[config.mk]
export PLATFORM = sky130hd
export DESIGN_NAME = mem_access_stage
export DESIGN_NICKNAME = d
export VERILOG_FILES = /design/src/rtl/isa_pkg.sv /design/src/rtl/memwb_reg.sv /design/src/rtl/mem_access_stage.sv
export SDC_FILE = /design/constraint.sdc
export NUM_CORES = 1
export LEC_CHECK = 0
export CAP_MARGIN = 25
export CELL_PAD_IN_SITES_DETAIL_PLACEMENT = 1
export CELL_PAD_IN_SITES_GLOBAL_PLACEMENT = 2
export CORE_MARGIN = 2
export CORE_UTILIZATION = 30
export CTS_CLUSTER_DIAMETER = 30
export CTS_CLUSTER_SIZE = 20
export DETAILED_ROUTE_END_ITERATION = 16
export PLACE_DENSITY = 0.87
export REMOVE_ABC_BUFFERS = 1
export SYNTH_ARGS = -nofsm -noshare
export SYNTH_HDL_FRONTEND = slang
export SYNTH_HIERARCHICAL = 1
export SYNTH_SLANG_ARGS = --single-unit
[constraint.sdc]
create_clock -name clk -period 5.17 [get_ports clk]
set_input_delay 1.034 -clock clk [delete_from_list [all_inputs] [get_ports clk]]
set_output_delay 1.034 -clock clk [all_outputs]
set_load 0.02 [all_outputs]
[src/rtl/isa_pkg.sv]
// Shared widths, MEM-stage FSM encoding and the MEM/WB bundle layout.
package isa_pkg;

    localparam int unsigned ADDR_W = 16;
    localparam int unsigned DATA_W = 24;
    localparam int unsigned REG_W  = 4;

    typedef enum logic {
        IDLE,
        WAIT
    } mem_state_t;

    typedef struct packed {
        logic [DATA_W-1:0] read_data;
        logic [ADDR_W-1:0] alu_out;
        logic [REG_W-1:0]  wa3;
        logic              valid;
        logic              pc_src;
        logic              reg_write;
        logic              mem_to_reg;
    } wb_t;

    // A bubble kills every side effect but keeps the data fields.
    function automatic wb_t wb_bubble(input wb_t prev);
        wb_t b;
        b            = prev;
        b.valid      = 1'b0;
        b.pc_src     = 1'b0;
        b.reg_write  = 1'b0;
        b.mem_to_reg = 1'b0;
        return b;
    endfunction

endpackage

[src/rtl/memwb_reg.sv]
// MEM/WB pipeline register: loads a new bundle or turns itself into a bubble.
module memwb_reg
    import isa_pkg::*;
(
    input  logic clk,
    input  logic rst,
    input  logic i_load,
    input  wb_t  i_d,
    output wb_t  o_q
);

    wb_t r_q;

    always_ff @(posedge clk or negedge rst) begin
        if (!rst) begin
            r_q <= '0;
        end else if (i_load) begin
            r_q <= i_d;
        end else begin
            r_q <= wb_bubble(r_q);
        end
    end

    assign o_q = r_q;

endmodule

[src/rtl/mem_access_stage.sv]
// Memory stage: req/ack handshake with data memory, upstream stall, timeout abort,
// and the MEM/WB register feeding writeback.
module mem_access_stage
    import isa_pkg::*;
#(
    parameter int unsigned TIMEOUT = 15
) (
    input  logic              clk,
    input  logic              rst,
    input  logic [ADDR_W-1:0] A,
    input  logic [DATA_W-1:0] WD,
    input  logic [REG_W-1:0]  WA3M,
    input  logic              validM,
    input  logic              PCSrcM,
    input  logic              regWriteM,
    input  logic              memWriteM,
    input  logic              memToRegM,
    output logic              mem_req,
    output logic              mem_we,
    output logic [ADDR_W-1:0] mem_addr,
    output logic [DATA_W-1:0] mem_wdata,
    input  logic [DATA_W-1:0] mem_rdata,
    input  logic              mem_ack,
    output logic              stallM,
    output logic [DATA_W-1:0] readDataW,
    output logic [ADDR_W-1:0] aluOutW,
    output logic [REG_W-1:0]  WA3W,
    output logic              validW,
    output logic              PCSrcW,
    output logic              regWriteW,
    output logic              memToRegW,
    output logic              memErr
);

    // Counter only needs to reach TIMEOUT-1: the abort fires in that WAIT cycle.
    localparam int unsigned    CntW    = (TIMEOUT > 1) ? $clog2(TIMEOUT) : 1;
    localparam logic [CntW-1:0] CntLast = CntW'(TIMEOUT - 1);

    mem_state_t r_state;
    mem_state_t w_state_next;
    logic [CntW-1:0] r_cnt;
    logic [CntW-1:0] w_cnt_next;

    logic              r_mem_req;
    logic              r_mem_we;
    logic [ADDR_W-1:0] r_mem_addr;
    logic [DATA_W-1:0] r_mem_wdata;
    logic              r_mem_err;

    logic w_mem_op;
    logic w_in_wait;
    logic w_timeout;
    logic w_start;
    logic w_ack;
    logic w_abort;

    wb_t  w_wb_in;
    wb_t  w_wb_d;
    wb_t  w_wb_q;
    logic w_wb_load;

    assign w_mem_op  = validM & (memToRegM | memWriteM);
    assign w_in_wait = (r_state == WAIT);
    assign w_timeout = w_in_wait & (r_cnt == CntLast);
    assign w_start   = (r_state == IDLE) & w_mem_op;
    assign w_ack     = w_in_wait & mem_ack;
    assign w_abort   = w_timeout & ~mem_ack;

    // Held low during reset so upstream never sees a stall from stale inputs.
    assign stallM = rst & (w_start | (w_in_wait & ~mem_ack & ~w_timeout));

    always_comb begin
        w_wb_in            = '0;
        w_wb_in.alu_out    = A;
        w_wb_in.wa3        = WA3M;
        w_wb_in.valid      = validM;
        w_wb_in.pc_src     = PCSrcM;
        w_wb_in.reg_write  = regWriteM;
        w_wb_in.mem_to_reg = memToRegM;
    end

    always_comb begin
        w_state_next = r_state;
        w_cnt_next   = r_cnt;
        w_wb_load    = 1'b0;
        w_wb_d       = w_wb_in;

        unique case (r_state)
            IDLE: begin
                w_cnt_next = '0;
                if (w_mem_op) begin
                    w_state_next = WAIT;
                end else begin
                    w_wb_load = 1'b1;
                end
            end
            WAIT: begin
                w_cnt_next = r_cnt + 1'b1;
                if (mem_ack) begin
                    w_state_next     = IDLE;
                    w_wb_load        = 1'b1;
                    w_wb_d.valid     = 1'b1;
                    w_wb_d.read_data = memToRegM ? mem_rdata : '0;
                end else if (w_timeout) begin
                    // Aborted access still retires so the PC/control flow stays sane.
                    w_state_next     = IDLE;
                    w_wb_load        = 1'b1;
                    w_wb_d.valid     = 1'b1;
                    w_wb_d.reg_write = 1'b0;
                end
            end
            default: begin
                w_state_next = IDLE;
            end
        endcase
    end

    always_ff @(posedge clk or negedge rst) begin
        if (!rst) begin
            r_state <= IDLE;
            r_cnt   <= '0;
        end else begin
            r_state <= w_state_next;
            r_cnt   <= w_cnt_next;
        end
    end

    always_ff @(posedge clk or negedge rst) begin
        if (!rst) begin
            r_mem_req   <= 1'b0;
            r_mem_we    <= 1'b0;
            r_mem_addr  <= '0;
            r_mem_wdata <= '0;
        end else if (w_start) begin
            r_mem_req   <= 1'b1;
            r_mem_we    <= memWriteM;
            r_mem_addr  <= A;
            r_mem_wdata <= WD;
        end else if (w_ack | w_abort) begin
            r_mem_req <= 1'b0;
        end
    end

    always_ff @(posedge clk or negedge rst) begin
        if (!rst) begin
            r_mem_err <= 1'b0;
        end else if (w_abort) begin
            r_mem_err <= 1'b1;
        end
    end

    memwb_reg u_memwb_reg (
        .clk    (clk),
        .rst    (rst),
        .i_load (w_wb_load),
        .i_d    (w_wb_d),
        .o_q    (w_wb_q)
    );

    assign mem_req   = r_mem_req;
    assign mem_we    = r_mem_we;
    assign mem_addr  = r_mem_addr;
    assign mem_wdata = r_mem_wdata;
    assign memErr    = r_mem_err;

    assign readDataW = w_wb_q.read_data;
    assign aluOutW   = w_wb_q.alu_out;
    assign WA3W      = w_wb_q.wa3;
    assign validW    = w_wb_q.valid;
    assign PCSrcW    = w_wb_q.pc_src;
    assign regWriteW = w_wb_q.reg_write;
    assign memToRegW = w_wb_q.mem_to_reg;

endmodule

# [Yosys cells after proc, flatten, opt, wreduce, memory -nomap -nowiden]
# Index checks and enable logic that the tools add are counted.
[op_classes] n_addsub=1 eq_ne=1 reduce_logical=1 n_bitwise=14 mux=21
[ops] op="two-way mux 24 bit" n=3
[ops] op="two-way mux 1 bit" n=14
[ops] op="bitwise AND 1 bit" n=8
[ops] op="one-hot mux 4 bit (2 select lines)" n=1
[ops] op="adder 4 x 1 -> 4 bit (second input constant)" n=1
[ops] op="== test 4 bit (second input constant)" n=1
[ops] op="two-way mux 4 bit" n=1
[ops] op="one-hot mux 1 bit (2 select lines)" n=2
[ops] op="inverter 1 bit" n=3
[ops] op="OR 1 bit" n=3
[ops] op="nonzero test 2 bit" n=1
[word_totals] output_inout_bits=92 regBits=96 input_bits=76

# [Longest topological paths before layout]
# Gate-level depths: netlist of run 1.
[logic_depth] word_depth=6 depth_mapped=8 ltp_nobuf=6

# [Cells and area by module]
# Netlist of run 1, hierarchy kept.
[modules_own_cells] module="mem_access_stage" seq_area_each_um2=1201.2 area_each_um2=2197.1 n_inst=1 cells_per_inst=145
[modules_own_cells] module="memwb_reg" seq_area_each_um2=1201.2 area_each_um2=1825.5 n_inst=1 cells_per_inst=101

# [Worst setup path after synthesis of run 1]
# OpenSTA, ideal clock, no wires.
[synth_timing] kind="in2out" startpoint="input mem_ack" endpoint="output stallM" path_slack_ps=2558 t_arrival_ps=1578 path_stages=3 cell_sequence="nand2b_1 > o22ai_1 > and2_1"
[synth_via] elab_chain_len=5
[synth_rtl] element="from (decl)" line_no="mem_access_stage.sv:23" text="input logic mem_ack,"
[synth_rtl] element="inverter 1 bit" line_no="mem_access_stage.sv:70" text="assign stallM = rst & (w_start | (w_in_wait & ~mem_ack & ~w_timeout));"
[synth_rtl] element="bitwise AND 1 bit (2 in a row)" line_no="mem_access_stage.sv:70"
[synth_rtl] element="OR 1 bit" line_no="mem_access_stage.sv:70"
[synth_rtl] element="bitwise AND 1 bit" line_no="mem_access_stage.sv:70"
[synth_rtl] element="to (decl)" line_no="mem_access_stage.sv:24" text="output logic stallM,"
# No other way between the ends.

# [Worst setup path in the final report of run 1]
[layout_timing] startpoint="input memToRegM" endpoint="output stallM"
[layout_via] elab_chain_len=5
[layout_rtl] element="from (decl)" line_no="mem_access_stage.sv:17" text="input logic memToRegM,"
[layout_rtl] element="OR 1 bit" line_no="mem_access_stage.sv:62" text="assign w_mem_op = validM & (memToRegM | memWriteM);"
[layout_rtl] element="bitwise AND 1 bit" line_no="mem_access_stage.sv:62"
[layout_rtl] element="bitwise AND 1 bit" line_no="mem_access_stage.sv:65" text="assign w_start = (r_state == IDLE) & w_mem_op;"
[layout_rtl] element="OR 1 bit" line_no="mem_access_stage.sv:70"
[layout_rtl] element="bitwise AND 1 bit" line_no="mem_access_stage.sv:70"
# No other way between the ends.

==> results of run 1 <==
per-stage QoR:
step / cell area, µm² / utilization (%)
after global placement: 5832 / 44.21
after floorplan: 3913 / -
after CTS: 6116 / 46.37
after global routing: 6116 / 46.37
after detailed placement: 5832 / 44.21
final: 6116 / 46.37
per-layer routing:
| layer | vias to the layer above | track usage, % |
|---|---|---|
| met5 | - | 0 |
| met4 | 0 | 6.912 |
| met3 | 14 | 2.899 |
| met2 | 74 | 24.71 |
| met1 | 1308 | 17.55 |
| li1 | 1175 | - |
kinds of logic after synthesis:
family	synth area share, %
DFF	59.72
muxes	28.93
and+or+nand+nor	6.687
buffers and inverters	2.924
AOI/OAI and AO/OA	0.6844
xor gates and xnor gates	0.4355
adders and majority gates	0.6220
worst max-delay path, stage by stage:
cell             delay, ps
clkdlybuf4s50_1        520
o21ai_2                100
o22ai_1                280
and2_1                 180
clkdlybuf4s50_1        600
layout by cell type, fill, tap and decap left out:
cell,count
o21ai_0,1
clkdlybuf4s50_1,166
or2_2,1
and2_1,31
xnor2_1,1
inv_1,1
clkinv_2,3
dfrtp_1,96
nor2_1,1
nor2b_1,3
xor2_1,1
nand3_1,2
clkbuf_8,2
mux2_2,30
nand2b_1,2
inv_2,1
clkbuf_16,9
o21ai_2,1
clkinv_4,1
o22ai_1,1
and3_1,2
mux2_4,55
buf_4,5
ha_1,2
a21o_1,1
clkinvlp_4,1
nor2_4,1
power by group:
group	switching, mW	internal (mW)
registers	0.0753	0.875
logic	0.315	0.417
clock network	0.278	0.351
sequential cells by signal, indices dropped and copies added (netlist names):
signal,flops
mem_addr,16
r_cnt,4
u_memwb_reg/o_q,48
r_state,1
mem_we,1
memErr,1
mem_req,1
mem_wdata,24
cell type report:
cell class / instances / share of cell area [%]
Inverter: 2 / 0.1227
Clock inverter: 5 / 0.5115
Sequential cell: 96 / 39.28
Timing Repair Buffer: 171 / 27.78
Clock buffer: 11 / 4.133
Tap cell: 176 / 3.601
Multi-Input combinational cell: 136 / 24.57
final timing paths:
path	from	endpoint	slack, ps	cells past startpoint
worst min-delay path	r_cnt[0]$_DFF_PN0_	r_cnt[0]$_DFF_PN0_	480	1
worst max register to register	r_cnt[0]$_DFF_PN0_	u_memwb_reg/o_q[27]$_DFFE_PN0P_	2670	7
min in group asynchronous	rst	mem_wdata[14]$_DFFE_PN0P_	680	1
worst min register to register	r_cnt[0]$_DFF_PN0_	r_cnt[0]$_DFF_PN0_	480	1
worst max-delay path	memToRegM	stallM	1410	5
max in group asynchronous	rst	mem_addr[6]$_DFFE_PN0P_	3360	2
==> flow_metrics.env, run 1 <==
export IMPL_finalCritPeriodShare_pct=72.72
export IMPL_critPathKind="in2out"
export IMPL_grt_first_pass_wirelength_um=15900
export IMPL_grt_total_usage_pct=14.49
export IMPL_holdWs_ps=482.3
export IMPL_fill_cells=1340
export IMPL_synthDominantCellAreaShare_pct=59.72
export IMPL_avgSynthCellArea_um2=16.35
export IMPL_num_rows=42
export IMPL_ios=168
export IMPL_ir_drop_uv=162.6
export IMPL_gp_congestion=0.7237
export IMPL_finalPower_mw=2.311
export IMPL_cts_tree="done"
export IMPL_routed_wl_um=9919
export IMPL_maxSlewViolCount=0
export IMPL_regArea_um2=2402
export IMPL_cts_max_level=3
export IMPL_yosys_top_cells_area="dfrtp_1 (60%), mux2_4 (21%), mux2_2 (8.4%)"
export IMPL_gr_total_overflow=0
export IMPL_die_h_um=119.8
export IMPL_cts_root_buf="clkbuf_16"
export IMPL_cts_sinks=96
export IMPL_worst_path_max_fanout=3
export IMPL_start_util_pct=30.50
export IMPL_cts_made_buffers=9
export IMPL_dp_cells=581
export IMPL_p_leak_nw=2.711
export IMPL_yosysTopAreaCell="dfrtp_1"
export IMPL_post_cts_setup_buffers=0
export IMPL_place_ws_ps=1418
export IMPL_tightestPinTransition_ps=816.6
export IMPL_synth_seq_cells=96
export IMPL_hold_violations=0
export IMPL_met2WireLength_um=5189
export IMPL_clk_pin_slew_ps=60
export IMPL_final_cells=597
export IMPL_postSynthCellCount=246
export IMPL_slew_headroom_pct=45.48
export IMPL_routed_top_layer="met4"
export IMPL_port_buffers=167
export IMPL_grt_pass1_vias=2910
export IMPL_fin_ws_ps=1410
export IMPL_max_freq_mhz=266.0
export IMPL_wl_met3_um=439
export IMPL_fin_nets=494
export IMPL_required_ps=4140
export IMPL_synth_seq_area_share_pct=59.72
export IMPL_hpwlAfterDp_um=7208
export IMPL_clk_latency_ps=340
export IMPL_core_um2=13190
export IMPL_yosysUniqueCellTypes=22
export IMPL_setup_tns_ps=0
export IMPL_final_min_clock_period_ps=3760
export IMPL_end_kind="output pin"
export IMPL_grt_max_degree=52
export IMPL_post_drt_wl_per_cell_um=16.61
export IMPL_cp_data_arrival_time_ps=2730
export IMPL_post_route_cells_drive_above_1_share_pct=26.13
export IMPL_clockBufferDepth=2
export IMPL_synthTopCellsByCount="dfrtp_1 (96), mux2_4 (55), and2_1 (31), mux2_2 (30), buf_6 (8)"
export IMPL_dr_pass1_iters=3
export IMPL_multi_input_comb_area_um2=1503
export IMPL_drt_iter0_markers=88
export IMPL_vias=2571
export IMPL_area_growth_pct=52.04
export IMPL_met1_length_um=4058
export IMPL_rsz0062_at_grt="no"
export IMPL_antenna_found_initial=0
export IMPL_hp_class="reg2reg"
export IMPL_ant_nets=0
export IMPL_synth_top_flop_cell="dfrtp_1"
export IMPL_via_per_inst=4.307
export IMPL_die_w_um=119.8
export IMPL_yosysWarnings=6
export IMPL_synthArstFlopShare_pct=100.0
export IMPL_cp_start_kind="input port"
export IMPL_finClkSkew_ps=4.696
export IMPL_ctsResizeCount=0
export IMPL_die_area_um2=14350
export IMPL_p_per_area_nw_per_um2=377.8
export IMPL_status="completed"
export IMPL_yosysMostFrequentCell="dfrtp_1"
export IMPL_synth_edf_count=0
export IMPL_setup_viol=0
export IMPL_synth_cell_area_um2=4023
export IMPL_ctsHoldBuffers=0
export IMPL_drc=0
export IMPL_max_cap_viol_count=0
export IMPL_antennaDiodeCount=0
Power figures use the tool's default switching activity.
==> run 2: changes to the inputs <==
--- a/config.mk
+++ b/config.mk
@@ -9,11 +9,11 @@
 export CELL_PAD_IN_SITES_DETAIL_PLACEMENT = 1
 export CELL_PAD_IN_SITES_GLOBAL_PLACEMENT = 2
 export CORE_MARGIN = 2
-export CORE_UTILIZATION = 30
+export CORE_UTILIZATION = 28
 export CTS_CLUSTER_DIAMETER = 30
 export CTS_CLUSTER_SIZE = 20
 export DETAILED_ROUTE_END_ITERATION = 16
-export PLACE_DENSITY = 0.87
+export PLACE_DENSITY = 0.83
 export REMOVE_ABC_BUFFERS = 1
 export SYNTH_ARGS = -nofsm -noshare
 export SYNTH_HDL_FRONTEND = slang
==> constraint.sdc (replaced) <==
create_clock -name clk -period 3.5 [get_ports clk]
set_input_delay 0.7 -clock clk [delete_from_list [all_inputs] [get_ports clk]]
set_output_delay 0.7 -clock clk [all_outputs]
set_load 0.02 [all_outputs]
==> run 2 against run 1 <==
Setup slack got worse by 990 ps. Wire length increased by 1.1%. Critical endpoint unchanged. Core utilization decreased by 2.2 points.
==> flow_metrics.env, run 2 (same netlist as run 1, synthesis figures left out) <==
export IMPL_use_met2_pct=23.01
export IMPL_setup_viol=0
export IMPL_largest_register_ffs=48
export IMPL_clk_latency_ps=350
export IMPL_setup_tns_ps=0
export IMPL_fin_nets=495
export IMPL_cts_sinks=96
export IMPL_gp_congestion=0.7170
export IMPL_start_util_pct=28.87
export IMPL_slew_headroom_pct=48.50
export IMPL_cts_tree="done"
export IMPL_cp_startpoint="memToRegM"
export IMPL_grt_total_usage_pct=13.62
export IMPL_cts_made_buffers=9
export IMPL_maxSlewViolCount=0
export IMPL_final_min_clock_period_ps=3076
export IMPL_drt_iter0_markers=67
export IMPL_die_h_um=123.9
export IMPL_area_growth_pct=53.13
export IMPL_post_cts_setup_buffers=0
export IMPL_cts_root_buf="clkbuf_16"
export IMPL_drc=0
export IMPL_die_area_um2=15340
export IMPL_top_usage_layer="met2"
export IMPL_grt_max_degree=58
export IMPL_hp_class="in2async"
export IMPL_gr_total_overflow=0
export IMPL_tightestPinTransition_ps=772.6
export IMPL_required_ps=2800
export IMPL_use_met1_pct=16.13
export IMPL_r2r_cells=7
export IMPL_clk_pin_slew_ps=60
export IMPL_ir_drop_uv=297.4
export IMPL_max_cap_viol_count=0
export IMPL_p_per_area_nw_per_um2=567.0
export IMPL_place_ws_ps=433.8
export IMPL_rsz0062_at_grt="no"
export IMPL_ant_nets=0
export IMPL_cts_max_level=3
export IMPL_met3_usage_pct=5.403
export IMPL_antenna_found_initial=0
export IMPL_layout_commonest_cell="clkdlybuf4s50_1"
export IMPL_ctsHoldBuffers=0
export IMPL_r2r_start="r_cnt[0]$_DFF_PN0_"
export IMPL_fin_ws_ps=424.3
export IMPL_via_per_inst=4.326
export IMPL_critPathKind="in2out"
export IMPL_grt_pass1_vias=2899
export IMPL_status="completed"
export IMPL_finClkSkew_ps=7.963
export IMPL_end_kind="output pin"
export IMPL_layout_common_cells="clkdlybuf4s50_1 (166), dfrtp_1 (96), mux2_4 (55)"
export IMPL_finalCritPeriodShare_pct=87.88
export IMPL_antennaDiodeCount=0
export IMPL_fin_util_pct=44.20
export IMPL_num_rows=43
export IMPL_hold_violations=0
export IMPL_core_um2=13930
export IMPL_p_leak_nw=2.724
export IMPL_cp_data_arrival_time_ps=2380
export IMPL_post_drt_wl_per_cell_um=16.66
export IMPL_post_route_cells_drive_above_1_share_pct=26.30
export IMPL_ios=168
export IMPL_rr_endpoint="u_memwb_reg/o_q[6]$_DFFE_PN0P_"
export IMPL_hpwlAfterDp_um=7242
export IMPL_port_buffers=167
export IMPL_max_freq_mhz=325.1
export IMPL_reg2reg_slack_ps=1510
export IMPL_die_w_um=123.9
export IMPL_dr_pass1_iters=4
export IMPL_routed_wl_um=10030
export IMPL_grt_first_pass_wirelength_um=15680
export IMPL_cp_start_kind="input port"
export IMPL_worst_path_max_fanout=3
export IMPL_vias=2604
export IMPL_clockBufferDepth=2
export IMPL_ctsResizeCount=0
[run 2: changes by cell type in the layout (fill, tap and decap cells not counted), sizes merged]
cell | before | now
buf | 5 | 6
bufinv | 0 | 1
clkbuf | 11 | 9
clkinv | 4 | 2
inv | 2 | 5
[run 2: how the worst max path moves through the flow]
stage / cells past startpoint / to / slack [ps]
3_3_place_gp: 5 / stallM / 490
3_5_place_dp: 5 / stallM / 430
2_1_floorplan: 4 / u_memwb_reg/o_q[10]$_DFFE_PN0P_ / 860
6_report: 5 / stallM / 420
4_1_cts: 5 / stallM / 420
5_1_grt: 5 / stallM / 360
[run 2: report_power, final]
part / leakage, nW / switching, mW / internal [mW] / total, mW
Sequential: 1.19 / 0.110 / 1.29 / 1.40
Clock: 0.147 / 0.443 / 0.562 / 1.00
Combinational: 1.39 / 0.467 / 0.619 / 1.09
Total: 2.72 / 1.02 / 2.47 / 3.49
[run 2: layer usage]
layer,part of all wire (%),up-vias
li1,-,1174
met1,41,1336
met2,52,83
met3,6.8,11
met4,0.97,0
met5,0,-
[run 2: critical path, stage by stage]
cell	delay (ps)
clkdlybuf4s50_1	520
o21ai_2	100
o22ai_1	280
and2_1	180
clkdlybuf4s50_1	600
[run 2: cell type report]
type                    instances  area [µm²]
clock inverters                 7       77.57
well taps                     180       225.2
fillers                      1426        7775
clock buffers                   9       225.2
flip-flops and latches         96        2402
multi-input cells             136        1503
inverters                       2       7.507
repair buffers                172        1719
[run 2: stage by stage]
stage | hold WS [ps] | instances | area [µm²] | power [mW]
final | 433.1 | 602 | 6160 | 3.492
after global routing | 462.6 | 602 | 6160 | 3.675
after CTS | 446.7 | 602 | 6160 | 3.563
after detailed placement | 462.6 | 586 | 5857 | 2.524
after global placement | 454.7 | 586 | 5857 | 2.503
after floorplan | 404.4 | 234 | 3913 | 1.959
==> run 3: changes to the inputs <==
--- a/config.mk
+++ b/config.mk
@@ -5,15 +5,16 @@
 export SDC_FILE = /design/constraint.sdc
 export NUM_CORES = 1
 export LEC_CHECK = 0
+export ABC_AREA = 1
 export CAP_MARGIN = 25
 export CELL_PAD_IN_SITES_DETAIL_PLACEMENT = 1
 export CELL_PAD_IN_SITES_GLOBAL_PLACEMENT = 2
 export CORE_MARGIN = 2
-export CORE_UTILIZATION = 28
+export CORE_UTILIZATION = 24
 export CTS_CLUSTER_DIAMETER = 30
 export CTS_CLUSTER_SIZE = 20
 export DETAILED_ROUTE_END_ITERATION = 16
-export PLACE_DENSITY = 0.83
+export PLACE_DENSITY = 0.84
 export REMOVE_ABC_BUFFERS = 1
 export SYNTH_ARGS = -nofsm -noshare
 export SYNTH_HDL_FRONTEND = slang
==> constraint.sdc (replaced) <==
create_clock -name clk -period 3.5 [get_ports clk]
set_input_delay 0.7 -clock clk [delete_from_list [all_inputs] [get_ports clk]]
set_output_delay 0.7 -clock clk [all_outputs]
set_load 0.1 [all_outputs]
==> run 3 against run 2 <==
Sequential power hardly changed. Via count increased by 38%. Critical path type unchanged. Combinational power up 86%. Flip-flop and latch count unchanged. Setup slack gained 430 ps. Clock power is 15% higher. Synthesized cell count grew 90%. Sequential share of layout area down 0.079 points. Cell count increased by 42%. Global-route usage up 0.88 points. Highest routed layer unchanged.
==> flow_metrics.env, run 3 <==
export IMPL_status="completed"
export IMPL_core_um2=16470
export IMPL_rr_endpoint="u_memwb_reg/o_q[41]$_DFFE_PN0P_"
export IMPL_slew_headroom_pct=31.62
export IMPL_post_drt_wl_per_cell_um=14.69
export IMPL_area_growth_pct=54.30
export IMPL_ir_drop_uv=322.3
export IMPL_synth_cell_area_um2=4000
export IMPL_routed_wl_um=12520
export IMPL_synth_seq_area_share_pct=60.06
export IMPL_clk_latency_ps=340
export IMPL_gr_total_overflow=0
export IMPL_ctsHoldBuffers=0
export IMPL_met2WireLength_um=6067
export IMPL_worst_path_max_fanout=5
export IMPL_cp_start_kind="input port"
export IMPL_port_buffers=167
export IMPL_grt_first_pass_wirelength_um=20540
export IMPL_met1_length_um=5389
export IMPL_place_ws_ps=842.0
export IMPL_finClkSkew_ps=7.730
export IMPL_r2r_start="r_cnt[0]$_DFF_PN0_"
export IMPL_layout_common_cells="nand2_1 (222), clkdlybuf4s50_1 (165), dfrtp_1 (96)"
export IMPL_clockBufferDepth=2
export IMPL_cts_max_level=3
export IMPL_fin_nets=705
export IMPL_holdWs_ps=435.6
export IMPL_post_cts_setup_buffers=0
export IMPL_cts_made_buffers=9
export IMPL_synthDominantCellAreaShare_pct=60.06
export IMPL_maxSlewViolCount=0
export IMPL_hold_violations=0
export IMPL_postSynthCellCount=467
export IMPL_worstSetupEndpoint="stallM"
export IMPL_gp_congestion=0.7242
export IMPL_dp_cells=836
export IMPL_vias=3592
export IMPL_fill_cells=1919
export IMPL_p_comb_share_pct=44.5
export IMPL_final_cells=852
export IMPL_synth_top_flop_cell="dfrtp_1"
export IMPL_grt_pass1_vias=3915
export IMPL_cts_tree="done"
export IMPL_end_kind="output pin"
export IMPL_p_int_mw=2.423
export IMPL_final_min_clock_period_ps=2641
export IMPL_antennaDiodeCount=0
export IMPL_grt_max_degree=61
export IMPL_layout_commonest_cell="nand2_1"
export IMPL_critPathKind="in2out"
export IMPL_finalCritPeriodShare_pct=75.47
export IMPL_routed_top_layer="met4"
export IMPL_max_freq_mhz=378.6
export IMPL_clkPwrFrac_pct=25.1
export IMPL_p_leak_nw=3.108
export IMPL_post_route_cells_drive_above_1_share_pct=4.589
export IMPL_die_h_um=133.1
export IMPL_rsz0062_at_grt="no"
export IMPL_power_switching_mw=2.137
export IMPL_via_per_inst=4.216
export IMPL_start_util_pct=24.29
export IMPL_synth_seq_cells=96
export IMPL_ctsResizeCount=0
export IMPL_r2r_cells=9
export IMPL_die_w_um=133.1
export IMPL_p_per_area_nw_per_um2=738.8
export IMPL_cts_sinks=96
export IMPL_p_seq_share_pct=30.3
export IMPL_final_cell_area_um2=6172
export IMPL_cp_startpoint="memToRegM"
export IMPL_tightestPinTransition_ps=1022
export IMPL_drt_iter0_markers=144
export IMPL_yosysTopAreaCell="dfrtp_1"
export IMPL_clk_pin_slew_ps=70
export IMPL_yosys_top_cells_area="dfrtp_1 (60%), nand2_1 (21%), nand3_1 (5.6%)"
export IMPL_synthTopCellsByCount="nand2_1 (222), dfrtp_1 (96), nand3_1 (45), inv_1 (38), nor2_1 (29)"
export IMPL_synthArstFlopShare_pct=100.0
export IMPL_required_ps=2800
export IMPL_max_cap_viol_count=0
export IMPL_grt_total_usage_pct=14.50
export IMPL_yosysMostFrequentCell="nand2_1"
export IMPL_antenna_found_initial=0
export IMPL_dr_pass1_iters=6
export IMPL_avgSynthCellArea_um2=8.565
export IMPL_yosysUniqueCellTypes=20
export IMPL_ios=168
export IMPL_largest_register_ffs=48
export IMPL_fin_ws_ps=858.5
export IMPL_hp_class="in2async"
export IMPL_yosysWarnings=6
export IMPL_wl_met3_um=904
export IMPL_drc=0
export IMPL_cp_data_arrival_time_ps=1940
export IMPL_num_rows=47
export IMPL_die_area_um2=17720
export IMPL_setup_viol=0
export IMPL_switching_share_pct=46.86
export IMPL_reg2reg_slack_ps=1550
export IMPL_cts_root_buf="clkbuf_16"
export IMPL_hpwlAfterDp_um=8551
export IMPL_synth_edf_count=0
export IMPL_ant_nets=0
export IMPL_place_area_um2=5827
-- run 3: cell types whose count changed in the layout (fill, tap and decap cells not counted), sizes merged, moves of 2 or more --
cell    change
nor2       +28
and3        -2
mux2       -85
nand2     +223
and2       -31
nor2b       -3
bufinv      +2
nand3      +44
nand2b      -2
buf         +2
inv        +34
-- run 3: kinds of logic (layout without fill, tap and decap cells) --
| logic type | count (synthesis) | count (layout) | synth area share [%] |
|---|---|---|---|
| AOI/OAI and AO/OA | 5 | 5 | 0.7505 |
| xor gates and xnor gates | 1 | 1 | 0.2190 |
| adders and majority gates | 2 | 2 | 0.6255 |
| buffers and inverters | 63 | 228 | 7.976 |
| DFF | 96 | 96 | 60.06 |
| and+or+nand+nor | 300 | 300 | 30.37 |
-- run 3: per-layer routing --
layer	global-route usage, %	vias to the layer above
met1	17.56	1741
met2	25.13	112
met5	0	-
met3	4.072	12
li1	-	1727
met4	4.433	0
-- run 3: final cells by class --
class                           instances  area, µm²  share of cell area, %
Sequential cell                        96       2402                  38.92
Multi-Input combinational cell        308       1279                  20.72
Inverter                               39      146.4                  2.372
Clock inverter                          7      120.1                  1.946
Tap cell                              220      275.3                  4.460
Clock buffer                            9      225.2                  3.649
Timing Repair Buffer                  173       1724                  27.93
-- run 3: power groups by stage --
stage | sequential, mW | clock (mW) | combinational, mW
floorplan | 2.62 | 0 | 0.232
global placement | 1.40 | 0 | 2.03
detailed placement | 1.41 | 0 | 2.05
CTS | 1.39 | 1.19 | 2.05
global route | 1.41 | 1.24 | 2.11
finish | 1.38 | 1.15 | 2.03
-- run 3: through the flow --
stage / utilization, % / TNS, ps / power, mW
2_1_floorplan: - / -594.1 / 2.850
3_3_place_gp: 35.39 / 0 / 3.422
3_5_place_dp: 35.39 / 0 / 3.452
4_1_cts: 37.48 / 0 / 4.626
5_1_grt: 37.48 / 0 / 4.753
6_report: 37.48 / 0 / 4.560
-- run 3: how the worst min path moves through the flow --
| stage | startpoint | endpoint | slack (ps) | depth (start not counted) |
|---|---|---|---|---|
| floorplan | rst | memErr$_DFFE_PN0P_ | 400 | 0 |
| global placement | u_memwb_reg/o_q[25]$_DFFE_PN0P_ | u_memwb_reg/o_q[25]$_DFFE_PN0P_ | 450 | 2 |
| detailed placement | mem_addr[12]$_DFFE_PN0P_ | mem_addr[12]$_DFFE_PN0P_ | 460 | 2 |
| CTS | rst | u_memwb_reg/o_q[39]$_DFFE_PN0P_ | 460 | 2 |
| global route | rst | u_memwb_reg/o_q[38]$_DFFE_PN0P_ | 470 | 2 |
| finish | rst | u_memwb_reg/o_q[39]$_DFFE_PN0P_ | 440 | 2 |
-- run 3: worst max-delay path, cell delays in order --
cell             delay, ps
clkdlybuf4s50_1        520
inv_1                   60
nand2_1                120
nand2_4                 80
a21oi_1                250
buf_12                 210
